<file path="config.mk">
export PLATFORM = sky130hd
export DESIGN_NAME = saber_power_ctrl_flat
export DESIGN_NICKNAME = d
export VERILOG_FILES = /design/src/rtl/saber_power_if.sv /design/src/rtl/saber_power_ctrl.sv /design/src/flat_wrapper.sv
export SDC_FILE = /design/constraint.sdc
export NUM_CORES = 1
export LEC_CHECK = 0
export ABC_AREA = 1
export CAP_MARGIN = 20
export CORE_ASPECT_RATIO = 1.4
export CORE_MARGIN = 10
export CORE_UTILIZATION = 61
export CTS_BUF_LIST = sky130_fd_sc_hd__clkbuf_4
export CTS_CLUSTER_DIAMETER = 40
export CTS_CLUSTER_SIZE = 25
export DETAILED_ROUTE_END_ITERATION = 8
export HOLD_SLACK_MARGIN = 0.06
export PLACE_DENSITY = 0.88
export SKIP_LAST_GASP = 1
export SLEW_MARGIN = 20
export SYNTH_ARGS = -nofsm -noshare
export SYNTH_HDL_FRONTEND = slang
export SYNTH_SLANG_ARGS = --single-unit
</file>
<file path="constraint.sdc">
create_clock -name clk -period 6.5 [get_ports clk]
set_input_delay 1.3 -clock clk [delete_from_list [all_inputs] [get_ports clk]]
set_output_delay 1.3 -clock clk [all_outputs]
set_load 0.005 [all_outputs]
</file>
<file path="src/rtl/saber_power_if.sv">
// Signal bundle between the on/off register, the power controller and the blade stages.
// Plain level signalling, no handshake: inputs are sampled every clock, and outputs are registered state.
interface saber_power_if #(
   parameter int WIDTH  = 8,
   parameter int RAMP_W = 4
);
   logic              on_req;
   logic [1:0]        usage;
   logic              power_mode;
   logic [WIDTH-1:0]  level;
   logic              warn;
   logic              empty;
   logic              blade_en;
   logic [RAMP_W-1:0] blade_ramp;
   logic [2:0]        state;

   modport master (
      output on_req, usage, power_mode,
      input  level, warn, empty, blade_en, blade_ramp, state
   );

   modport slave (
      input  on_req, usage, power_mode,
      output level, warn, empty, blade_en, blade_ramp, state
   );
endinterface

</file>
<file path="src/rtl/saber_power_ctrl.sv">
// Saber power controller: battery level with charge and usage-dependent drain,
// a low-battery warning with hysteresis, the ignite/retract ramp and a lockout on an empty battery.
module saber_power_ctrl #(
   parameter int WIDTH       = 8,
   parameter int MAX_LEVEL   = 255,
   parameter int RESET_LEVEL = 0,
   parameter int CHARGE_RATE = 2,
   parameter int RATE0       = 0,
   parameter int RATE1       = 1,
   parameter int RATE2       = 2,
   parameter int RATE3       = 4,
   parameter int TICK_DIV    = 4,
   parameter int WARN_LO     = 32,
   parameter int WARN_HI     = 48,
   parameter int IGNITE_CYC  = 8,
   parameter int RAMP_W      = 4,
   parameter int RESTART_MIN = 16
) (
   input logic          clk,
   input logic          rst,
   saber_power_if.slave pwr
);
   localparam logic [2:0] ST_OFF      = 3'd0;
   localparam logic [2:0] ST_IGNITE   = 3'd1;
   localparam logic [2:0] ST_ON       = 3'd2;
   localparam logic [2:0] ST_RETRACT  = 3'd3;
   localparam logic [2:0] ST_DEPLETED = 3'd4;

   localparam int CNT_W = (TICK_DIV > 1) ? $clog2(TICK_DIV) : 1;
   localparam int LW    = WIDTH + 1;

   localparam logic [CNT_W-1:0]  CNT_LAST   = CNT_W'(TICK_DIV - 1);
   localparam logic [LW-1:0]     MAX_L      = LW'(MAX_LEVEL);
   localparam logic [LW-1:0]     CHG_L      = LW'(CHARGE_RATE);
   localparam logic [WIDTH-1:0]  WARN_LO_L  = WIDTH'(WARN_LO);
   localparam logic [WIDTH-1:0]  WARN_HI_L  = WIDTH'(WARN_HI);
   localparam logic [WIDTH-1:0]  RESTART_L  = WIDTH'(RESTART_MIN);
   localparam logic [WIDTH-1:0]  RESET_L    = WIDTH'(RESET_LEVEL);
   localparam logic [RAMP_W-1:0] RAMP_FULL  = RAMP_W'(IGNITE_CYC);
   localparam logic [RAMP_W-1:0] RAMP_LAST  = RAMP_W'(IGNITE_CYC - 1);
   localparam logic [RAMP_W-1:0] RAMP_ONE   = RAMP_W'(1);
   localparam logic              RESET_WARN = (RESET_LEVEL < WARN_LO);

   logic [CNT_W-1:0]  cnt_q, cnt_d;
   logic [WIDTH-1:0]  level_q, level_d;
   logic              warn_q, warn_d;
   logic [2:0]        state_q, state_d;
   logic [RAMP_W-1:0] ramp_q, ramp_d;

   logic              tick;
   logic              drain_active;
   logic              can_light;
   logic [LW-1:0]     rate;
   logic [LW-1:0]     sum;
   logic [LW-1:0]     diff;
   logic [RAMP_W-1:0] ramp_up;
   logic [RAMP_W-1:0] ramp_dn;

   assign tick         = (cnt_q == CNT_LAST);
   assign cnt_d        = tick ? '0 : cnt_q + CNT_W'(1);
   assign drain_active = tick && pwr.power_mode && (state_q == ST_ON);
   assign can_light    = (level_q >= RESTART_L);
   assign ramp_up      = ramp_q + RAMP_ONE;
   assign ramp_dn      = ramp_q - RAMP_ONE;

   always_comb begin
      rate = LW'(RATE0);
      case (pwr.usage)
         2'd0:    rate = LW'(RATE0);
         2'd1:    rate = LW'(RATE1);
         2'd2:    rate = LW'(RATE2);
         default: rate = LW'(RATE3);
      endcase
   end

   // One extra bit carries the overflow/borrow so both directions clamp cleanly.
   assign sum  = {1'b0, level_q} + CHG_L;
   assign diff = {1'b0, level_q} - rate;

   always_comb begin
      level_d = level_q;
      if (tick) begin
         if (!pwr.power_mode) begin
            level_d = (sum > MAX_L) ? MAX_L[WIDTH-1:0] : sum[WIDTH-1:0];
         end else if (state_q == ST_ON) begin
            level_d = diff[WIDTH] ? '0 : diff[WIDTH-1:0];
         end
      end
   end

   always_comb begin
      warn_d = warn_q;
      if (level_d < WARN_LO_L) begin
         warn_d = 1'b1;
      end else if (level_d >= WARN_HI_L) begin
         warn_d = 1'b0;
      end
   end

   always_comb begin
      state_d = state_q;
      ramp_d  = ramp_q;
      case (state_q)
         ST_OFF: begin
            ramp_d = '0;
            if (pwr.on_req && can_light) begin
               ramp_d  = RAMP_ONE;
               state_d = (RAMP_ONE == RAMP_FULL) ? ST_ON : ST_IGNITE;
            end
         end
         ST_IGNITE: begin
            if (!pwr.on_req) begin
               ramp_d  = ramp_dn;
               state_d = (ramp_dn == '0) ? ST_OFF : ST_RETRACT;
            end else begin
               ramp_d  = ramp_up;
               state_d = (ramp_up == RAMP_FULL) ? ST_ON : ST_IGNITE;
            end
         end
         ST_ON: begin
            ramp_d = RAMP_FULL;
            // Running dry beats a release in the same cycle so the lockout cannot be skipped.
            if (drain_active && (level_d == '0)) begin
               ramp_d  = '0;
               state_d = ST_DEPLETED;
            end else if (!pwr.on_req) begin
               ramp_d  = RAMP_LAST;
               state_d = (RAMP_LAST == '0) ? ST_OFF : ST_RETRACT;
            end
         end
         ST_RETRACT: begin
            if (pwr.on_req && can_light) begin
               ramp_d  = ramp_up;
               state_d = (ramp_up == RAMP_FULL) ? ST_ON : ST_IGNITE;
            end else begin
               ramp_d  = ramp_dn;
               state_d = (ramp_dn == '0) ? ST_OFF : ST_RETRACT;
            end
         end
         ST_DEPLETED: begin
            ramp_d = '0;
            if (!pwr.on_req && can_light) begin
               state_d = ST_OFF;
            end
         end
         default: begin
            ramp_d  = '0;
            state_d = ST_OFF;
         end
      endcase
   end

   always_ff @(posedge clk) begin
      if (rst) begin
         cnt_q   <= '0;
         level_q <= RESET_L;
         warn_q  <= RESET_WARN;
         state_q <= ST_OFF;
         ramp_q  <= '0;
      end else begin
         cnt_q   <= cnt_d;
         level_q <= level_d;
         warn_q  <= warn_d;
         state_q <= state_d;
         ramp_q  <= ramp_d;
      end
   end

   assign pwr.level      = level_q;
   assign pwr.warn       = warn_q;
   assign pwr.empty      = (level_q == '0);
   assign pwr.blade_en   = (state_q == ST_IGNITE) || (state_q == ST_ON) || (state_q == ST_RETRACT);
   assign pwr.blade_ramp = ramp_q;
   assign pwr.state      = state_q;
endmodule

</file>
<file path="src/flat_wrapper.sv">
// flat-port wrapper written by rule: the top's interface ports become plain ports
module saber_power_ctrl_flat 
#(
   parameter int WIDTH       = 8,
   parameter int MAX_LEVEL   = 255,
   parameter int RESET_LEVEL = 0,
   parameter int CHARGE_RATE = 2,
   parameter int RATE0       = 0,
   parameter int RATE1       = 1,
   parameter int RATE2       = 2,
   parameter int RATE3       = 4,
   parameter int TICK_DIV    = 4,
   parameter int WARN_LO     = 32,
   parameter int WARN_HI     = 48,
   parameter int IGNITE_CYC  = 8,
   parameter int RAMP_W      = 4,
   parameter int RESTART_MIN = 16
)
  (clk, rst, pwr_on_req, pwr_usage, pwr_power_mode, pwr_level, pwr_warn, pwr_empty, pwr_blade_en, pwr_blade_ramp, pwr_state);
  saber_power_if #(.WIDTH(WIDTH), .RAMP_W(RAMP_W)) pwr_i ();
  input logic clk;
  input logic rst;
  input wire logic [$bits(pwr_i.on_req)-1:0] pwr_on_req;
  input wire logic [$bits(pwr_i.usage)-1:0] pwr_usage;
  input wire logic [$bits(pwr_i.power_mode)-1:0] pwr_power_mode;
  output wire logic [$bits(pwr_i.level)-1:0] pwr_level;
  output wire logic [$bits(pwr_i.warn)-1:0] pwr_warn;
  output wire logic [$bits(pwr_i.empty)-1:0] pwr_empty;
  output wire logic [$bits(pwr_i.blade_en)-1:0] pwr_blade_en;
  output wire logic [$bits(pwr_i.blade_ramp)-1:0] pwr_blade_ramp;
  output wire logic [$bits(pwr_i.state)-1:0] pwr_state;
  assign pwr_i.on_req = pwr_on_req;
  assign pwr_i.usage = pwr_usage;
  assign pwr_i.power_mode = pwr_power_mode;
  assign pwr_level = pwr_i.level;
  assign pwr_warn = pwr_i.warn;
  assign pwr_empty = pwr_i.empty;
  assign pwr_blade_en = pwr_i.blade_en;
  assign pwr_blade_ramp = pwr_i.blade_ramp;
  assign pwr_state = pwr_i.state;
  saber_power_ctrl #(.WIDTH(WIDTH), .MAX_LEVEL(MAX_LEVEL), .RESET_LEVEL(RESET_LEVEL), .CHARGE_RATE(CHARGE_RATE), .RATE0(RATE0), .RATE1(RATE1), .RATE2(RATE2), .RATE3(RATE3), .TICK_DIV(TICK_DIV), .WARN_LO(WARN_LO), .WARN_HI(WARN_HI), .IGNITE_CYC(IGNITE_CYC), .RAMP_W(RAMP_W), .RESTART_MIN(RESTART_MIN)) u_core (.clk(clk), .rst(rst), .pwr(pwr_i));
endmodule
</file>
==> impl_metrics.yaml <==
sta:
  max_freq_mhz: 282
  min_period_ps: 3550
  relSlewSlack_pct: 58.7
  timing.setup.tns_ps: 0
  period_share_pct: 54.6
  skew_ps: 16.0
  final.setup.worst_slack_ps: 2950
  worst-slew-pin-transition_ps: 618
  whs_ps: 429
  setup_viol_count_final: 0
  rsz0062_at_grt: "false"
  drv_slew: 0
  final_hold_viol_count: 0
hold_path:
  min_path_type: "reg -> reg"
power:
  power_uw: 350
  p_leak_uw: 0.000873
  ir_worst_vdd_uv: 114
  power_density_mw_per_mm2: 183
finish:
  n_fill_cell: 239
  final_nets: 307
  drive_gt1_share_pct: 7.93
  diodes: 0
  layout_common_cells: "nand2_1, nor2_1, inv_1"
  syn2layout_area_growth_pct: 16.4
  final_common_cell: "nand2_1"
  finalNonFillerCells: 326
synthesis:
  ys_ff_latch: 18
  synthMuxAreaShare_pct: 0
  yosysTopAreaCell: "dfxtp_1"
  synth_warnings: 0
  synth_cells: 269
  synthAdderAreaFrac_pct: 8.06
  synth_area_leaders: "dfxtp_1, nand2_1, nor2_1"
  synth_compound_area_share_pct: 15.6
  post_synth.cell_area_avg_um2: 6.12
  synth_fp_nets: 285
  synth_top_area_share_pct: 21.9
  synth_top_family_by_area: "simple AND/OR/NAND/NOR gates"
  synth-seq-area-share_pct: 21.9
  yosys.area_share.simple_pct: 39.2
  yosys.area_share.xor_xnor_pct: 3.73
  synthDistinctLibCells: 35
  synth_area_mm2: 0.00165
floorplanning:
  num_io_pins: 24
  rows: 22
  placeableCoreArea_mm2: 0.00262
  initial_core_util_pct: 62.9
  dieArea_mm2: 0.00520
  die_height_um: 81.5
  fp.dieW_um: 63.9
clocking:
  post_cts_buffers: 0
  cts_tree: "done"
  clock_sinks: 18
  path_clk_slew_ps: 90
  htree_num_levels: 1
  cts_buffer_depth: 2
  cts_root_buf: "clkbuf_4"
  numCtsBuffers: 3
  post_cts_resize_count: 0
  clkLatencyLatePin_ps: 300
  hold_buffers: 0
global_routing:
  gr-total-overflow: 0
  track_usage_pct: 16.7
  grt_pass1_vias: 1775
  grt_max_degree: 18
  antenna_found_initial: 0
  grt_pass1_wl_um: 7330
detailed_routing:
  firstDrtPassIters: 4
  wl_um: 4080
  ant_nets: 0
  vias_per_cell: 5.41
  via_count: 1765
  drtIter0Drc: 96
  drc: 0
  avgRoutedWirePerCell_um: 12.5
placement:
  place.gp.congestion: 0.886
  dp_cells: 322
  dp_hpwl_um: 3190
  io_buffers: 23
  dp_slack_ps: 2680
critical_path:
  crit_fanout: 5
  setup.worst_path.end_class: "flop"
  crit_chain: "clkdlybuf4s50_1, nor2_1, ha_1, fa_1, inv_1, nand2_1, nand3_1, nor2_2, a21oi_2, nand3_1, nand2_1, nand2_1, nand2_1, nor2_2, nand2_2, nand3_1, a21oi_1"
  worstSetupPathType: "in -> reg"
  cp_top_family: "simple AND/OR/NAND/NOR gates"
  slowest_stage: "clkdlybuf4s50_1"
  startpoint_type: "input port"
  crit_arrival_ps: 3760
  worstPathRequired_ps: 6710
  cpMostUsedCell: "nand2_1"
  crit_path_max_incr_delay_ps: 490
  critPathBufInv: 2
status:
  outcome: "finished clean"
flow_run:
  maxCapViolations: 0
==> metal layers <==
metal,GRT usage [%],up-vias,wire length [um]
met5,0,-,0
met4,8.77,0,65
met3,2.72,6,238
met2,32.1,55,2180
met1,16.9,784,1590
li1,-,920,-
==> worst register-to-register path, cell delays in order, from the launching register on <==
cell	delay, ps
dfxtp_1	530
inv_1	200
fa_1	500
inv_1	80
nand2_1	50
nand3_1	140
nor2_2	50
a21oi_2	230
nand3_1	110
nand2_1	70
nand2_1	80
nand2_1	90
nor2_2	40
nand2_2	80
nand3_1	110
a21oi_1	170
==> state kept, by name (all words and copies together), names as in the netlist <==
register / cells
u_core.cnt_q: 2
u_core.pwr.blade_ramp: 4
u_core.pwr.level: 8
u_core.pwr.state: 3
u_core.pwr.warn: 1
==> per-stage QoR <==
step           cell area (um2)  utilization, %
4_1_cts                   1920            73.3
3_5_place_dp              1890            72.2
6_report                  1920            73.3
3_3_place_gp              1890            72.2
5_1_grt                   1920            73.3
2_1_floorplan             1650               -
==> synthesized netlist by cell type <==
| cell | instances |
|---|---|
| nor3_2 | 1 |
| a221oi_1 | 1 |
| nor2_2 | 3 |
| buf_2 | 1 |
| nand3b_1 | 1 |
| inv_2 | 5 |
| o21bai_1 | 2 |
| nor3_1 | 5 |
| clkinv_1 | 2 |
| ha_1 | 9 |
| nand2_2 | 3 |
| nand3_2 | 2 |
| o211ai_1 | 5 |
| inv_1 | 35 |
| nor4_1 | 1 |
| buf_4 | 2 |
| nand2_1 | 61 |
| nor2_1 | 37 |
| xnor2_1 | 3 |
| a21oi_2 | 3 |
| a211oi_1 | 2 |
| nand3_1 | 21 |
| a31oi_1 | 1 |
| fa_1 | 1 |
| clkbuf_1 | 3 |
| nor2_4 | 2 |
| o21ai_0 | 4 |
| nand4_1 | 4 |
| o21ai_1 | 1 |
| xor2_1 | 4 |
| o31ai_1 | 1 |
| nand2_4 | 1 |
| nor3b_1 | 1 |
| a21oi_1 | 23 |
| dfxtp_1 | 18 |
==> cell families (layout without fill, tap and decap cells) <==
group,after synthesis,after routing
simple gates,143,143
fa+ha+maj,10,10
buf+inv,48,69
compound gates,43,43
flops,18,18
xor+xnor,7,7
==> final timing paths <==
| kind | from | endpoint | slack [ps] | cells past startpoint |
|---|---|---|---|---|
| setup / recovery | pwr_usage[1] | u_core.pwr.blade_ramp[3] | 2950 | 17 |
| hold / removal | u_core.cnt_q[0] | u_core.cnt_q[0] | 430 | 1 |
| setup reg to reg | u_core.pwr.level[1] | u_core.pwr.blade_ramp[3] | 3880 | 15 |
| hold reg to reg | u_core.cnt_q[0] | u_core.cnt_q[0] | 430 | 1 |
==> power breakdown <==
part / total (uW) / switching, uW / internal (uW) / leakage (uW)
registers: 138 / 16.5 / 121 / 0.000146
clock network: 58.4 / 36.0 / 22.4 / 0.0000154
logic: 154 / 86.3 / 67.6 / 0.000711
==> final cells by class <==
class	count	area (um2)	area share, %
inverters	42	158	8.23
repair buffers	23	230	12.0
clock buffers	3	22.5	1.18
clock inverters	1	3.75	0.196
flip-flops and latches	18	360	18.8
multi-input cells	203	1100	57.2
well taps	36	45.0	2.35
(Power assumes the default switching activity.)
